### src/rtl/rf_pkg.sv
// Shared defaults and source encoding for the register-file writeback arbiter.
package rf_pkg;

  localparam int unsigned RF_WIDTH  = 32;
  localparam int unsigned RF_ADDR_W = 5;

  localparam logic SRC_A = 1'b0;
  localparam logic SRC_B = 1'b1;

endpackage

### src/rtl/regfile_wb_arbiter_if.sv
// Writeback requester handshakes, register-file write port and pending vector.
interface regfile_wb_arbiter_if
  import rf_pkg::*;
#(
  parameter int unsigned WIDTH  = RF_WIDTH,
  parameter int unsigned ADDR_W = RF_ADDR_W
);

  logic                     a_valid;
  logic                     a_ready;
  logic [ADDR_W-1:0]        a_rd;
  logic [WIDTH-1:0]         a_data;
  logic                     b_valid;
  logic                     b_ready;
  logic [ADDR_W-1:0]        b_rd;
  logic [WIDTH-1:0]         b_data;
  logic                     reg_write;
  logic [ADDR_W-1:0]        wr_addr;
  logic [WIDTH-1:0]         wr_data;
  logic                     grant_src;
  logic [(1<<ADDR_W)-1:0]   pending;

  modport master (
    output a_valid, a_rd, a_data, b_valid, b_rd, b_data,
    input  a_ready, b_ready, reg_write, wr_addr, wr_data, grant_src, pending
  );

  modport slave (
    input  a_valid, a_rd, a_data, b_valid, b_rd, b_data,
    output a_ready, b_ready, reg_write, wr_addr, wr_data, grant_src, pending
  );

endinterface

### src/rtl/wb_slot.sv
// One-entry writeback holding slot; writes to register 0 are accepted and dropped.
module wb_slot #(
  parameter int unsigned WIDTH  = 32,
  parameter int unsigned ADDR_W = 5
) (
  input  logic              clk,
  input  logic              rst,
  input  logic              in_valid,
  input  logic [ADDR_W-1:0] in_rd,
  input  logic [WIDTH-1:0]  in_data,
  input  logic              drain,
  output logic              ready_c,
  output logic              fill_c,
  output logic              hv,
  output logic [ADDR_W-1:0] hrd,
  output logic [WIDTH-1:0]  hdata
);

  assign ready_c = !rst && (!hv || drain);
  assign fill_c  = in_valid && ready_c && (in_rd != '0);

  // A simultaneous accept takes precedence over the drain so the slot streams.
  always_ff @(posedge clk) begin
    if (rst) begin
      hv    <= 1'b0;
      hrd   <= '0;
      hdata <= '0;
    end else if (in_valid && ready_c) begin
      hv    <= (in_rd != '0);
      hrd   <= in_rd;
      hdata <= in_data;
    end else if (drain) begin
      hv    <= 1'b0;
    end
  end

endmodule

### src/rtl/regfile_wb_arbiter.sv
// Shares the register-file write port between the ALU (A) and load (B) writeback paths.
module regfile_wb_arbiter
  import rf_pkg::*;
#(
  parameter int unsigned WIDTH      = RF_WIDTH,
  parameter int unsigned ADDR_W     = RF_ADDR_W,
  parameter int unsigned STARVE_MAX = 3
) (
  input  logic                 clk,
  input  logic                 rst,
  regfile_wb_arbiter_if.slave  bus
);

  localparam int unsigned NREG = 1 << ADDR_W;
  localparam int unsigned SW   = $clog2(STARVE_MAX + 1);

  logic              hv_a, hv_b, fill_a, fill_b, ready_a, ready_b;
  logic [ADDR_W-1:0] hrd_a, hrd_b;
  logic [WIDTH-1:0]  hdata_a, hdata_b;
  logic              sel_a_c, sel_b_c;
  logic              age;
  logic [SW-1:0]     starve;
  logic [NREG-1:0]   pending_c;
  logic              reg_write, grant_src;
  logic [ADDR_W-1:0] wr_addr;
  logic [WIDTH-1:0]  wr_data;

  wb_slot #(.WIDTH(WIDTH), .ADDR_W(ADDR_W)) u_slot_a (
    .clk(clk), .rst(rst), .in_valid(bus.a_valid), .in_rd(bus.a_rd), .in_data(bus.a_data),
    .drain(sel_a_c), .ready_c(ready_a), .fill_c(fill_a), .hv(hv_a), .hrd(hrd_a), .hdata(hdata_a)
  );

  wb_slot #(.WIDTH(WIDTH), .ADDR_W(ADDR_W)) u_slot_b (
    .clk(clk), .rst(rst), .in_valid(bus.b_valid), .in_rd(bus.b_rd), .in_data(bus.b_data),
    .drain(sel_b_c), .ready_c(ready_b), .fill_c(fill_b), .hv(hv_b), .hrd(hrd_b), .hdata(hdata_b)
  );

  // Same destination keeps program order; otherwise loads win unless A has starved.
  always_comb begin
    sel_a_c = 1'b0;
    sel_b_c = 1'b0;
    if (hv_a && hv_b) begin
      if (hrd_a == hrd_b)                    sel_b_c = age;
      else if (starve == SW'(STARVE_MAX))    sel_b_c = 1'b0;
      else                                   sel_b_c = 1'b1;
      sel_a_c = !sel_b_c;
    end else begin
      sel_a_c = hv_a;
      sel_b_c = hv_b;
    end
  end

  // A fill makes that slot the newer one; a joint fill leaves B older.
  always_ff @(posedge clk) begin
    if (rst)         age <= 1'b0;
    else if (fill_a) age <= 1'b1;
    else if (fill_b) age <= 1'b0;
  end

  always_ff @(posedge clk) begin
    if (rst || !hv_a || sel_a_c)            starve <= '0;
    else if (starve != SW'(STARVE_MAX))     starve <= starve + SW'(1);
  end

  // Address and data hold their last values across idle cycles.
  always_ff @(posedge clk) begin
    if (rst) begin
      reg_write <= 1'b0;
      wr_addr   <= '0;
      wr_data   <= '0;
      grant_src <= SRC_A;
    end else if (sel_a_c || sel_b_c) begin
      reg_write <= 1'b1;
      wr_addr   <= sel_b_c ? hrd_b : hrd_a;
      wr_data   <= sel_b_c ? hdata_b : hdata_a;
      grant_src <= sel_b_c ? SRC_B : SRC_A;
    end else begin
      reg_write <= 1'b0;
    end
  end

  always_comb begin
    pending_c = '0;
    if (hv_a) pending_c[hrd_a] = 1'b1;
    if (hv_b) pending_c[hrd_b] = 1'b1;
  end

  assign bus.a_ready   = ready_a;
  assign bus.b_ready   = ready_b;
  assign bus.reg_write = reg_write;
  assign bus.wr_addr   = wr_addr;
  assign bus.wr_data   = wr_data;
  assign bus.grant_src = grant_src;
  assign bus.pending   = pending_c;

endmodule

### src/flat_wrapper.sv
// flat-port wrapper written by rule: the top's interface ports become plain ports
module regfile_wb_arbiter_flat import rf_pkg::*;
#(
  parameter int unsigned WIDTH      = RF_WIDTH,
  parameter int unsigned ADDR_W     = RF_ADDR_W,
  parameter int unsigned STARVE_MAX = 3
)
  (clk, rst, bus_a_valid, bus_a_rd, bus_a_data, bus_b_valid, bus_b_rd, bus_b_data, bus_a_ready, bus_b_ready, bus_reg_write, bus_wr_addr, bus_wr_data, bus_grant_src, bus_pending);
  regfile_wb_arbiter_if #(.WIDTH(WIDTH), .ADDR_W(ADDR_W)) bus_i ();
  input  logic clk;
  input  logic rst;
  input wire logic [$bits(bus_i.a_valid)-1:0] bus_a_valid;
  input wire logic [$bits(bus_i.a_rd)-1:0] bus_a_rd;
  input wire logic [$bits(bus_i.a_data)-1:0] bus_a_data;
  input wire logic [$bits(bus_i.b_valid)-1:0] bus_b_valid;
  input wire logic [$bits(bus_i.b_rd)-1:0] bus_b_rd;
  input wire logic [$bits(bus_i.b_data)-1:0] bus_b_data;
  output wire logic [$bits(bus_i.a_ready)-1:0] bus_a_ready;
  output wire logic [$bits(bus_i.b_ready)-1:0] bus_b_ready;
  output wire logic [$bits(bus_i.reg_write)-1:0] bus_reg_write;
  output wire logic [$bits(bus_i.wr_addr)-1:0] bus_wr_addr;
  output wire logic [$bits(bus_i.wr_data)-1:0] bus_wr_data;
  output wire logic [$bits(bus_i.grant_src)-1:0] bus_grant_src;
  output wire logic [$bits(bus_i.pending)-1:0] bus_pending;
  assign bus_i.a_valid = bus_a_valid;
  assign bus_i.a_rd = bus_a_rd;
  assign bus_i.a_data = bus_a_data;
  assign bus_i.b_valid = bus_b_valid;
  assign bus_i.b_rd = bus_b_rd;
  assign bus_i.b_data = bus_b_data;
  assign bus_a_ready = bus_i.a_ready;
  assign bus_b_ready = bus_i.b_ready;
  assign bus_reg_write = bus_i.reg_write;
  assign bus_wr_addr = bus_i.wr_addr;
  assign bus_wr_data = bus_i.wr_data;
  assign bus_grant_src = bus_i.grant_src;
  assign bus_pending = bus_i.pending;
  regfile_wb_arbiter #(.WIDTH(WIDTH), .ADDR_W(ADDR_W), .STARVE_MAX(STARVE_MAX)) u_core (.clk(clk), .rst(rst), .bus(bus_i));
endmodule
### config.mk
export PLATFORM = sky130hd
export DESIGN_NAME = regfile_wb_arbiter_flat
export DESIGN_NICKNAME = d
export VERILOG_FILES = /design/src/rtl/rf_pkg.sv /design/src/rtl/regfile_wb_arbiter_if.sv /design/src/rtl/wb_slot.sv /design/src/rtl/regfile_wb_arbiter.sv /design/src/flat_wrapper.sv
export SDC_FILE = /design/constraint.sdc
export NUM_CORES = 1
export LEC_CHECK = 0
export CELL_PAD_IN_SITES_DETAIL_PLACEMENT = 0
export CELL_PAD_IN_SITES_GLOBAL_PLACEMENT = 2
export CORE_MARGIN = 2
export CORE_UTILIZATION = 29
export DETAILED_ROUTE_END_ITERATION = 16
export GPL_TIMING_DRIVEN = 0
export HOLD_SLACK_MARGIN = 0.1
export PLACE_DENSITY_LB_ADDON = 0.12
export SLEW_MARGIN = 20
export SYNTH_ARGS = -nofsm -noshare
export SYNTH_HDL_FRONTEND = slang
export SYNTH_SLANG_ARGS = --single-unit
### constraint.sdc
create_clock -name clk -period 3.1 [get_ports clk]
set_input_delay 0.775 -clock clk [delete_from_list [all_inputs] [get_ports clk]]
set_output_delay 0.775 -clock clk [all_outputs]
set_load 0.03 [all_outputs]
==> impl_results.md, run 1 <==
- Final period util: 97.1%
- Status: finished, final reports clean
- Worst-Margin Slew: ~720 ps
- Syn_nets: ~570
- WL final: around 15000 um
- Reg2reg setup slack: roughly 310 ps
- Vias: between 4k and 5k
- Buffer count from post-CTS setup fixing: 0
- P per Cell Area: around 560 mW/mm^2
- Diode count: 0
- Core Util, Final: a little over two fifths
- Yosys top cell by area: dfxtp_1
- Number of enable flip-flop cells after synthesis: 0
- Pleak: 2.99 nW
- Post-route DRC: 0
- Synth Register Bits: 118
- Synth warn: 0
- Post-Syn Area: between 0.005 and 0.006 mm^2
- CTS root buffer: clkbuf_16
- Die W: 138 um
- Overflow after GRT: 0
- Post-DP HPWL: between 10000 and 15000 um
- Slew margin rel.: 51.7%
- Multi-input logic area: 0.00267 mm^2
- Register area share after synthesis: a little under half
- IO Port Bufs: between 100 and 150
- Fin crit period: ~3000 ps
- RSZ-0062 raised after global routing: true
- # rows: between 40 and 50
- Peak VDD IR: 0.000332 V
- Vias in the first global route: 4463
- Asr flop ratio synth: 0%
- RR Endpoint: u_core.u_slot_a.hdata[12]
- Routability Congestion: approximately 0.8
- Most instantiated library cell after synthesis: dfxtp_1
- Grt met3 use: 4.64%
- Ports: approximately 150
- Later-pin clock latency in the skew report: just over 400 ps
- Gr usage total: 16.2%
- P&R area growth vs syn: 45.4%
- Clk pin slew, worst setup/hold paths: about 50 ps
- CTS Buf Count: 17
- Met2 track demand over resource: ~27%
- Most used DFF post-synth: dfxtp_1
- Critical path required time: between 2000 and 2500 ps
- Synthesized instance count: approximately 490
- Endpoint type of the worst setup path: output pin
- Area contributors post-synth: dfxtp_1, mux2_2, nor2b_1
- Data arrival, critical path: approximately 2200 ps
- CP max FO: 7
- Gr busiest metal: met2
- Largest net degree at the start of global routing: 17
- Iter 0 DRT Violations: 191
- Layout cells sized above 1: a little under a quarter
- Startpoint types: flop
- TNS Setup: 0 ps
- Drt pass-1 iters: 4
- CTS Sinks: around 120
- Initial Util: ~30%
- CP Launch Point: u_core.u_slot_b.hrd[0]
- Post-synth top area share: between 40% and 50%
- Met1 Use GR: roughly a fifth
- DRT antenna net count: 0
- Reg2reg start: u_core.u_slot_b.hrd[0]
- Drt wl/cell: roughly 17 um
- Clock Tree Buf Depth: 2
- Reg2reg path depth: 8
- Die area: ~0.019 mm^2
- Final Hold Violating Endpoints: 0
- Netlist cell types: ~40
- Register area: 0.00236 mm^2
- Max Clock Skew: 9.45 ps
- H-tree levels: 4
- Max-cap violations: 0
- Chip height: approximately 140 um
- FMAX: around 0.33 GHz
- Core footprint: roughly 0.018 mm^2
- Post-DR vias/cell: 4.76
- Critical path type: reg -> out
- Mapped Avg Cell Area: roughly 11 um^2
- Synth cell count leaders: dfxtp_1, nor2b_1, mux2_2, a221o_1, o22ai_1
- First-pass GRT wire length: ~25000 um
- CTS tree: yes
- Count of pins over their slew limit: 0
- Hold Crit Class: reg -> reg
- Fillers: 1710
- Final setup viols: 0
- Initial antenna violation count: 0
- Nets: around 740
- Crit path capture: bus_b_ready
cell type report:
cell class	count	share of cell area, %
Buffer	36	2.82
Clock buffer	24	6.60
Multi-Input combinational cell	334	35.1
Inverter	2	0.0988
Clock inverter	8	1.25
Timing Repair Buffer	149	19.2
Sequential cell	118	31.1
Tap cell	229	3.77
what timing repair did:
item / 4_1_cts / 5_1_grt
resized for setup: 60 / 22
hold buffers: 0 / 0
endpoints found under the setup margin: 34 / 22
registers in the layout, indices dropped and copies added, names as in the netlist:
signal and count:
u_core.bus.wr_data 32, u_core.u_slot_a.hdata 32, u_core.u_slot_b.hdata 32, u_core.bus.wr_addr 5, u_core.u_slot_a.hrd 5, u_core.u_slot_b.hrd 5, u_core.starve 2, u_core.age 1
u_core.bus.grant_src 1, u_core.bus.reg_write 1, u_core.u_slot_a.hv 1, u_core.u_slot_b.hv 1
worst min-delay path by stage:
stage / endpoint / depth (start not counted) / from
after global placement: u_core.bus.wr_data[11] / 1 / u_core.u_slot_a.hdata[11]
after floorplan: u_core.bus.wr_data[0] / 1 / u_core.u_slot_a.hdata[0]
after CTS: u_core.bus.wr_data[1] / 1 / u_core.u_slot_a.hdata[1]
after detailed placement: u_core.bus.wr_data[7] / 1 / u_core.u_slot_a.hdata[7]
final: u_core.bus.wr_data[28] / 1 / u_core.u_slot_a.hdata[28]
after global routing: u_core.bus.wr_data[28] / 1 / u_core.u_slot_a.hdata[28]
metal layers:
layer  share of wire [%]  wire, um
met1                  45      6990
met2                  49      7490
met3                 5.2       801
met4                0.82       127
met5                   0         0
stage by stage:
stage | instance area [um^2] | hold slack [ps] | worst slack (ps) | power (mW) | instances
after detailed placement | 7010 | 465 | -412 | 2.36 | 871
final | 7600 | 473 | 89.9 | 4.28 | 900
after CTS | 7600 | 474 | -103 | 4.34 | 902
after global placement | 7000 | 458 | -398 | 2.35 | 871
after floorplan | 5230 | 448 | 384 | 2.08 | 493
after global routing | 7600 | 494 | -46.6 | 4.47 | 900
logic make-up after synthesis:
kind of cell             share of synthesized area [%]
AO/OA/AOI/OAI                                     14.0
XOR/XNOR                                          1.01
adder cells (fa/ha/maj)                          0.239
buffers and inverters                             4.17
flip-flops                                        45.2
multiplexers                                      16.4
AND/OR/NAND/NOR                                   19.1
power by group:
part | total [mW] | internal [mW] | switching [mW] | leakage (nW)
sequential | 1.68 | 1.63 | 0.0515 | 0.973
clock | 1.96 | 1.28 | 0.674 | 0.292
combinational | 0.642 | 0.325 | 0.317 | 1.72
total | 4.28 | 3.24 | 1.04 | 2.99
critical path: stages, from the launching register on:
cell and delay [ps]:
dfxtp_1 310, buf_6 130, xor2_1 150, or3_4 410, or3_4 420, nand2_2 110
a21oi_1 90, buf_2 200
cells in the final DEF, fill, tap and decap left out, types with 3 or more instances in the layout:
master,synthesis,final
clkdlybuf4s15_2,0,6
buf_6,7,7
nand3_1,5,4
nor2b_1,105,105
nand3b_1,9,9
clkinv_2,0,4
clkdlybuf4s50_1,0,118
clkbuf_2,1,8
xor2_1,6,6
or3b_2,4,4
o21ai_0,5,5
or3_1,3,3
a21oi_1,4,4
dfxtp_1,118,116
clkbuf_8,0,5
buf_2,5,7
mux2_2,75,75
or4_1,4,4
nor2_1,9,9
clkbuf_16,0,17
and2_1,5,5
clkbuf_1,25,16
nand2_1,7,6
o22ai_1,32,32
dlygate4sd2_1,0,20
a221o_1,36,36
Power figures use the tool's default switching activity.
==> run 2: changes to the inputs <==
CORE_ASPECT_RATIO = 1.75   (was not set)
==> run 2 against run 1 <==
Total power is 0.26% higher. Combinational power is 2% higher. First-iteration DRC count is 12% lower. Clock-buffer cell count is 7 lower. Hold slack worse by 1.5 ps. Sequential cell count stayed put. Setup slack worse by 8.9 ps. Critical path depth is 3 lower. Sequential share of layout area is 0.26 points lower. Register-to-register slack better by 60 ps. Cell count is 0.67% higher. Sequential power hardly changed. Largest power group unchanged. Highest routed layer unchanged.
==> impl_results.md, run 2 (same netlist as run 1, synthesis figures left out) <==
- CTS Buf Count: 17 (unchanged)
- Post-route DRC: 0 (unchanged)
- Reg2reg setup slack: 370 ps (was 310 ps)
- Drt pass-1 iters: 4 (unchanged)
- TNS Setup: 0 ps (unchanged)
- Status: finished, final reports clean (unchanged)
- Clock Tree Buf Depth: 2 (unchanged)
- Layout cells sized above 1: 23.7% (was 22.7%)
- WL final: 16200 um (was 15400 um)
- CTS root buffer: clkbuf_16 (unchanged)
- Final period util: 97.4% (was 97.1%)
- Max-cap violations: 0 (unchanged)
- RSZ-0062 raised after global routing: true (unchanged)
- Iter 0 DRT Violations: 169 (was 191)
- Vias in the first global route: 4606 (was 4463)
- Initial antenna violation count: 0 (unchanged)
- WL met2: 8950 um (was 7490 um)
- Largest net degree at the start of global routing: 20 (was 17)
- Hold Crit Class: reg -> reg (unchanged)
- Final Hold Violating Endpoints: 0 (unchanged)
- Critical path type: reg -> out (unchanged)
- Final setup viols: 0 (unchanged)
- Die W: 105 um (was 138 um)
- DRT antenna net count: 0 (unchanged)
- Slew margin rel.: 50.5% (was 51.7%)
- Max Clock Skew: 10.9 ps (was 9.45 ps)
- Highest metal used: met4 (unchanged)
- Startpoint types: flop (unchanged)
- Cell area after layout: 0.00766 mm^2 (was 0.00760 mm^2)
- Data arrival, critical path: 2240 ps (about the same)
- Nets: 738 (was 737)
- Chip height: 182 um (was 138 um)
- Count of pins over their slew limit: 0 (unchanged)
- Fin crit period: 3020 ps (was 3010 ps)
- # rows: 65 (was 49)
- Initial Util: 29.3% (about the same)
- Commonest non-fill, non-tap cell in the layout: clkdlybuf4s50_1 (unchanged)
- CTS Sinks: 118 (unchanged)
- Met3 WL: 713 um (was 801 um)
- Vias: 4414 (was 4287)
- Gr usage total: 17.1% (was 16.2%)
- Core footprint: 0.0178 mm^2 (about the same)
- Diode count: 0 (unchanged)
- Post-DR vias/cell: 4.87 (was 4.76)
- Ports: 151 (unchanged)
- CTS tree: yes (unchanged)
- Largest registers: u_core.bus.wr_data (32), u_core.u_slot_a.hdata (32), u_core.u_slot_b.hdata (32) (unchanged)
- IO Port Bufs: 149 (unchanged)
- Later-pin clock latency in the skew report: 410 ps (about the same)
- P&R area growth vs syn: 46.6% (was 45.4%)
- Endpoint type of the worst setup path: output pin (unchanged)
- H-tree levels: 4 (unchanged)
- Post-Route M1 WL: 6220 um (was 6990 um)
- CP max FO: 10 (was 7)
- FMAX: 0.331 GHz (was 0.332 GHz)
- Critical path required time: 2320 ps (about the same)
- Drt wl/cell: 17.9 um (was 17.1 um)
- Die area: 0.0192 mm^2 (was 0.0191 mm^2)
- Overflow after GRT: 0 (unchanged)
- Pleak: 2.97 nW (was 2.99 nW)
- First-pass GRT wire length: 25200 um (was 24600 um)
- Post-DP HPWL: 12200 um (was 11300 um)
- Clk pin slew, worst setup/hold paths: 60 ps (was 50 ps)
- Worst-Margin Slew: 742 ps (was 724 ps)
- Commonest non-fill, non-tap cells in the layout: clkdlybuf4s50_1, dfxtp_1, nor2b_1 (unchanged)
- Placed cell area: 0.00702 mm^2 (was 0.00701 mm^2)
- P per Cell Area: 560 mW/mm^2 (was 563 mW/mm^2)
- Routability Congestion: 0.802 (was 0.804)
- Peak VDD IR: 0.000350 V (was 0.000332 V)
-- run 2: stage by stage --
| step | power [mW] | setup WS [ps] | utilization, % | hold WS (ps) | instances |
|---|---|---|---|---|---|
| CTS | 4.34 | -44.4 | 42.7 | 473 | 906 |
| global route | 4.48 | -22.8 | 43.0 | 499 | 906 |
| finish | 4.29 | 81.0 | 43.0 | 472 | 906 |
| global placement | 2.36 | -629 | 39.4 | 457 | 876 |
| detailed placement | 2.37 | -601 | 39.4 | 460 | 876 |
| floorplan | 2.08 | 384 | - | 448 | 493 |
-- run 2: per-layer routing --
layer	vias to the layer above	track usage [%]
met5	-	0
met4	0	6.56
met3	25	3.73
met2	142	33.1
met1	2113	17.5
li1	2134	-
-- run 2: power by group --
part | internal (mW) | switching, mW | total, mW
registers | 1.63 | 0.0514 | 1.68
logic | 0.329 | 0.329 | 0.658
clock network | 1.20 | 0.755 | 1.95
-- run 2: worst max-delay path, stage by stage (launching register included) --
cell	delay [ps]
dfxtp_1	440
clkbuf_4	260
nand3_2	230
o22ai_1	200
clkdlybuf4s50_1	700
-- run 2: cell type report --
type,instances,area (um^2)
Timing Repair Buffer,151,1500
Clock buffer,17,425
Tap cell,234,293
Sequential cell,118,2360
Buffer,35,208
Fill cell,1752,10100
Inverter,2,7.51
Clock inverter,15,168
Multi-Input combinational cell,334,2700
-- run 2: repair_timing --
item                                    CTS  global route
buffers inserted                          1             1
gates resized for setup                  58            17
hold buffers                              0             0
pin swaps                                 0             1
endpoints found under the setup margin   34            27
-- run 2: path summary, 6_finish.rpt --
| path | cells after the start | from | end |
|---|---|---|---|
| worst min-delay path | 1 | u_core.u_slot_a.hdata[25] | u_core.bus.wr_data[25] |
| worst min register to register | 1 | u_core.u_slot_a.hdata[25] | u_core.bus.wr_data[25] |
| worst max register to register | 8 | u_core.u_slot_b.hrd[0] | u_core.u_slot_a.hdata[17] |
| worst max-delay path | 4 | u_core.u_slot_b.hv | bus_pending[27] |
==> run 3: changes to the inputs <==
SETUP_SLACK_MARGIN = 0.5   (was not set)
==> run 3 against run 2 <==
Global-route usage up 0.46 points. Utilization up 2.1 points. Non-clock buffer count up 30. Hold slack better by 1.4 ps. Critical path depth up 1. Sequential cell count unchanged. Setup slack better by 170 ps. Total power up 3.7%. Cell count up 3.2%. Via count up 1.8%. Critical endpoint is now bus_a_ready. Largest power group unchanged. Highest routed layer unchanged.
==> impl_results.md, run 3 (same netlist as run 1, synthesis figures left out) <==
- Overflow after GRT: 0 (unchanged)
- CTS root buffer: clkbuf_16 (unchanged)
- Post-route DRC: 0 (unchanged)
- Diode count: 0 (unchanged)
- Core footprint: 0.0178 mm^2 (unchanged)
- Fin crit period: 2850 ps (was 3020 ps)
- RSZ-0062 raised after global routing: true (unchanged)
- Post-CTS Hold Fix Bufs: 0 (unchanged)
- IO Port Bufs: 149 (unchanged)
- CP max FO: 4 (was 10)
- Ports: 151 (unchanged)
- Final period util: 92.1% (was 97.4%)
- Tot Pwr: 4.45 mW (was 4.29 mW)
- Slew margin rel.: 53.5% (was 50.5%)
- Max-cap violations: 0 (unchanged)
- FMAX: 0.350 GHz (was 0.331 GHz)
- Critical path type: reg -> out (unchanged)
- Final setup viols: 0 (unchanged)
- P&R area growth vs syn: 53.8% (was 46.6%)
- WL final: 16700 um (was 16200 um)
- DRT antenna net count: 0 (unchanged)
- Nets: 768 (was 738)
- Peak VDD IR: 0.000341 V (was 0.000350 V)
- Largest net degree at the start of global routing: 17 (was 20)
- Initial antenna violation count: 0 (unchanged)
- Post-DP HPWL: 12200 um (about the same)
- Commonest non-fill, non-tap cells in the layout: clkdlybuf4s50_1, dfxtp_1, nor2b_1 (unchanged)
- Startpoint types: flop (unchanged)
- Max Clock Skew: 14.8 ps (was 10.9 ps)
- CTS Sinks: 118 (unchanged)
- CTS tree: yes (unchanged)
- Hold Crit Class: reg -> reg (unchanged)
- Die area: 0.0192 mm^2 (unchanged)
- Critical path required time: 2320 ps (about the same)
- Die W: 105 um (unchanged)
- Later-pin clock latency in the skew report: 400 ps (was 410 ps)
- Commonest non-fill, non-tap cell in the layout: clkdlybuf4s50_1 (unchanged)
- Clk pin slew, worst setup/hold paths: 50 ps (was 60 ps)
- Layout cells sized above 1: 33.1% (was 23.7%)
- Routability Congestion: 0.769 (was 0.802)
- Drt wl/cell: 17.9 um (about the same)
- P per Cell Area: 554 mW/mm^2 (was 560 mW/mm^2)
- First-pass GRT wire length: 25800 um (was 25200 um)
- Worst-Margin Slew: 694 ps (was 742 ps)
- CTS Buf Count: 17 (unchanged)
- Pleak: 3.15 nW (was 2.97 nW)
- Drt pass-1 iters: 4 (unchanged)
- Gr usage total: 17.6% (was 17.1%)
- Iter 0 DRT Violations: 136 (was 169)
- Cell area after layout: 0.00804 mm^2 (was 0.00766 mm^2)
- Data arrival, critical path: 2080 ps (was 2240 ps)
- Count of pins over their slew limit: 0 (unchanged)
- Vias: 4494 (was 4414)
- Clock Tree Buf Depth: 2 (unchanged)
- # rows: 65 (unchanged)
- Vias in the first global route: 4761 (was 4606)
- Endpoint type of the worst setup path: output pin (unchanged)
- TNS Setup: 0 ps (unchanged)
- Status: finished, final reports clean (unchanged)
- Chip height: 182 um (unchanged)
- Placed cell area: 0.00703 mm^2 (was 0.00702 mm^2)
- H-tree levels: 4 (unchanged)
- Largest registers: u_core.bus.wr_data (32), u_core.u_slot_a.hdata (32), u_core.u_slot_b.hdata (32) (unchanged)
- Initial Util: 29.3% (unchanged)
- Post-DR vias/cell: 4.81 (was 4.87)
- Final Hold Violating Endpoints: 0 (unchanged)
## run 3: cell type report
type	instances	area [um^2]
Fill cell	1762	9770
Multi-Input combinational cell	334	2830
Sequential cell	118	2370
Timing Repair Buffer	177	1620
Clock buffer	23	488
Buffer	39	303
Tap cell	234	293
Clock inverter	8	121
Inverter	2	10.0
## run 3: stage by stage
step	utilization [%]	setup slack [ps]	hold slack, ps	cells
2_1_floorplan	-	512	448	493
3_5_place_dp	39.4	-678	460	876
3_3_place_gp	39.4	-602	457	876
4_1_cts	44.7	230	475	927
5_1_grt	45.1	185	494	935
6_report	45.1	246	473	935
## run 3: power by group
group	internal [mW]	leakage, nW	switching (mW)
Clock	1.34	0.299	0.683
Combinational	0.391	1.87	0.354
Sequential	1.63	0.974	0.0509
## run 3: per-layer routing
layer  GRT usage, %  wire [um]  share of wire, %  vias up
met4           6.24        257               1.5        0
met5              0          0                 0        -
met2           34.2       9410                56      126
met3           3.80        673               4.0       17
met1           18.0       6350                38     2154
li1               -          -                 -     2197
## run 3: what timing repair did
item | CTS | global route
setup buffers | 20 | 8
gates resized for setup | 211 | 49
pin swaps | 9 | 5
setup endpoints to repair | 138 | 132
## run 3: final timing paths
check | start | end | slack (ps) | depth (start not counted)
worst min register to register | u_core.u_slot_a.hdata[27] | u_core.bus.wr_data[27] | 470 | 1
worst min-delay path | u_core.u_slot_a.hdata[27] | u_core.bus.wr_data[27] | 470 | 1
worst max-delay path | u_core.u_slot_b.hrd[3] | bus_a_ready | 250 | 5
worst max register to register | u_core.u_slot_b.hrd[3] | u_core.u_slot_b.hdata[23] | 570 | 7
## run 3: worst max-delay path, stage by stage, from the launching register on
cell and delay, ps:
dfxtp_2 330, xor2_2 190, or3_4 430, or3_4 390
a31oi_4 190, buf_6 150
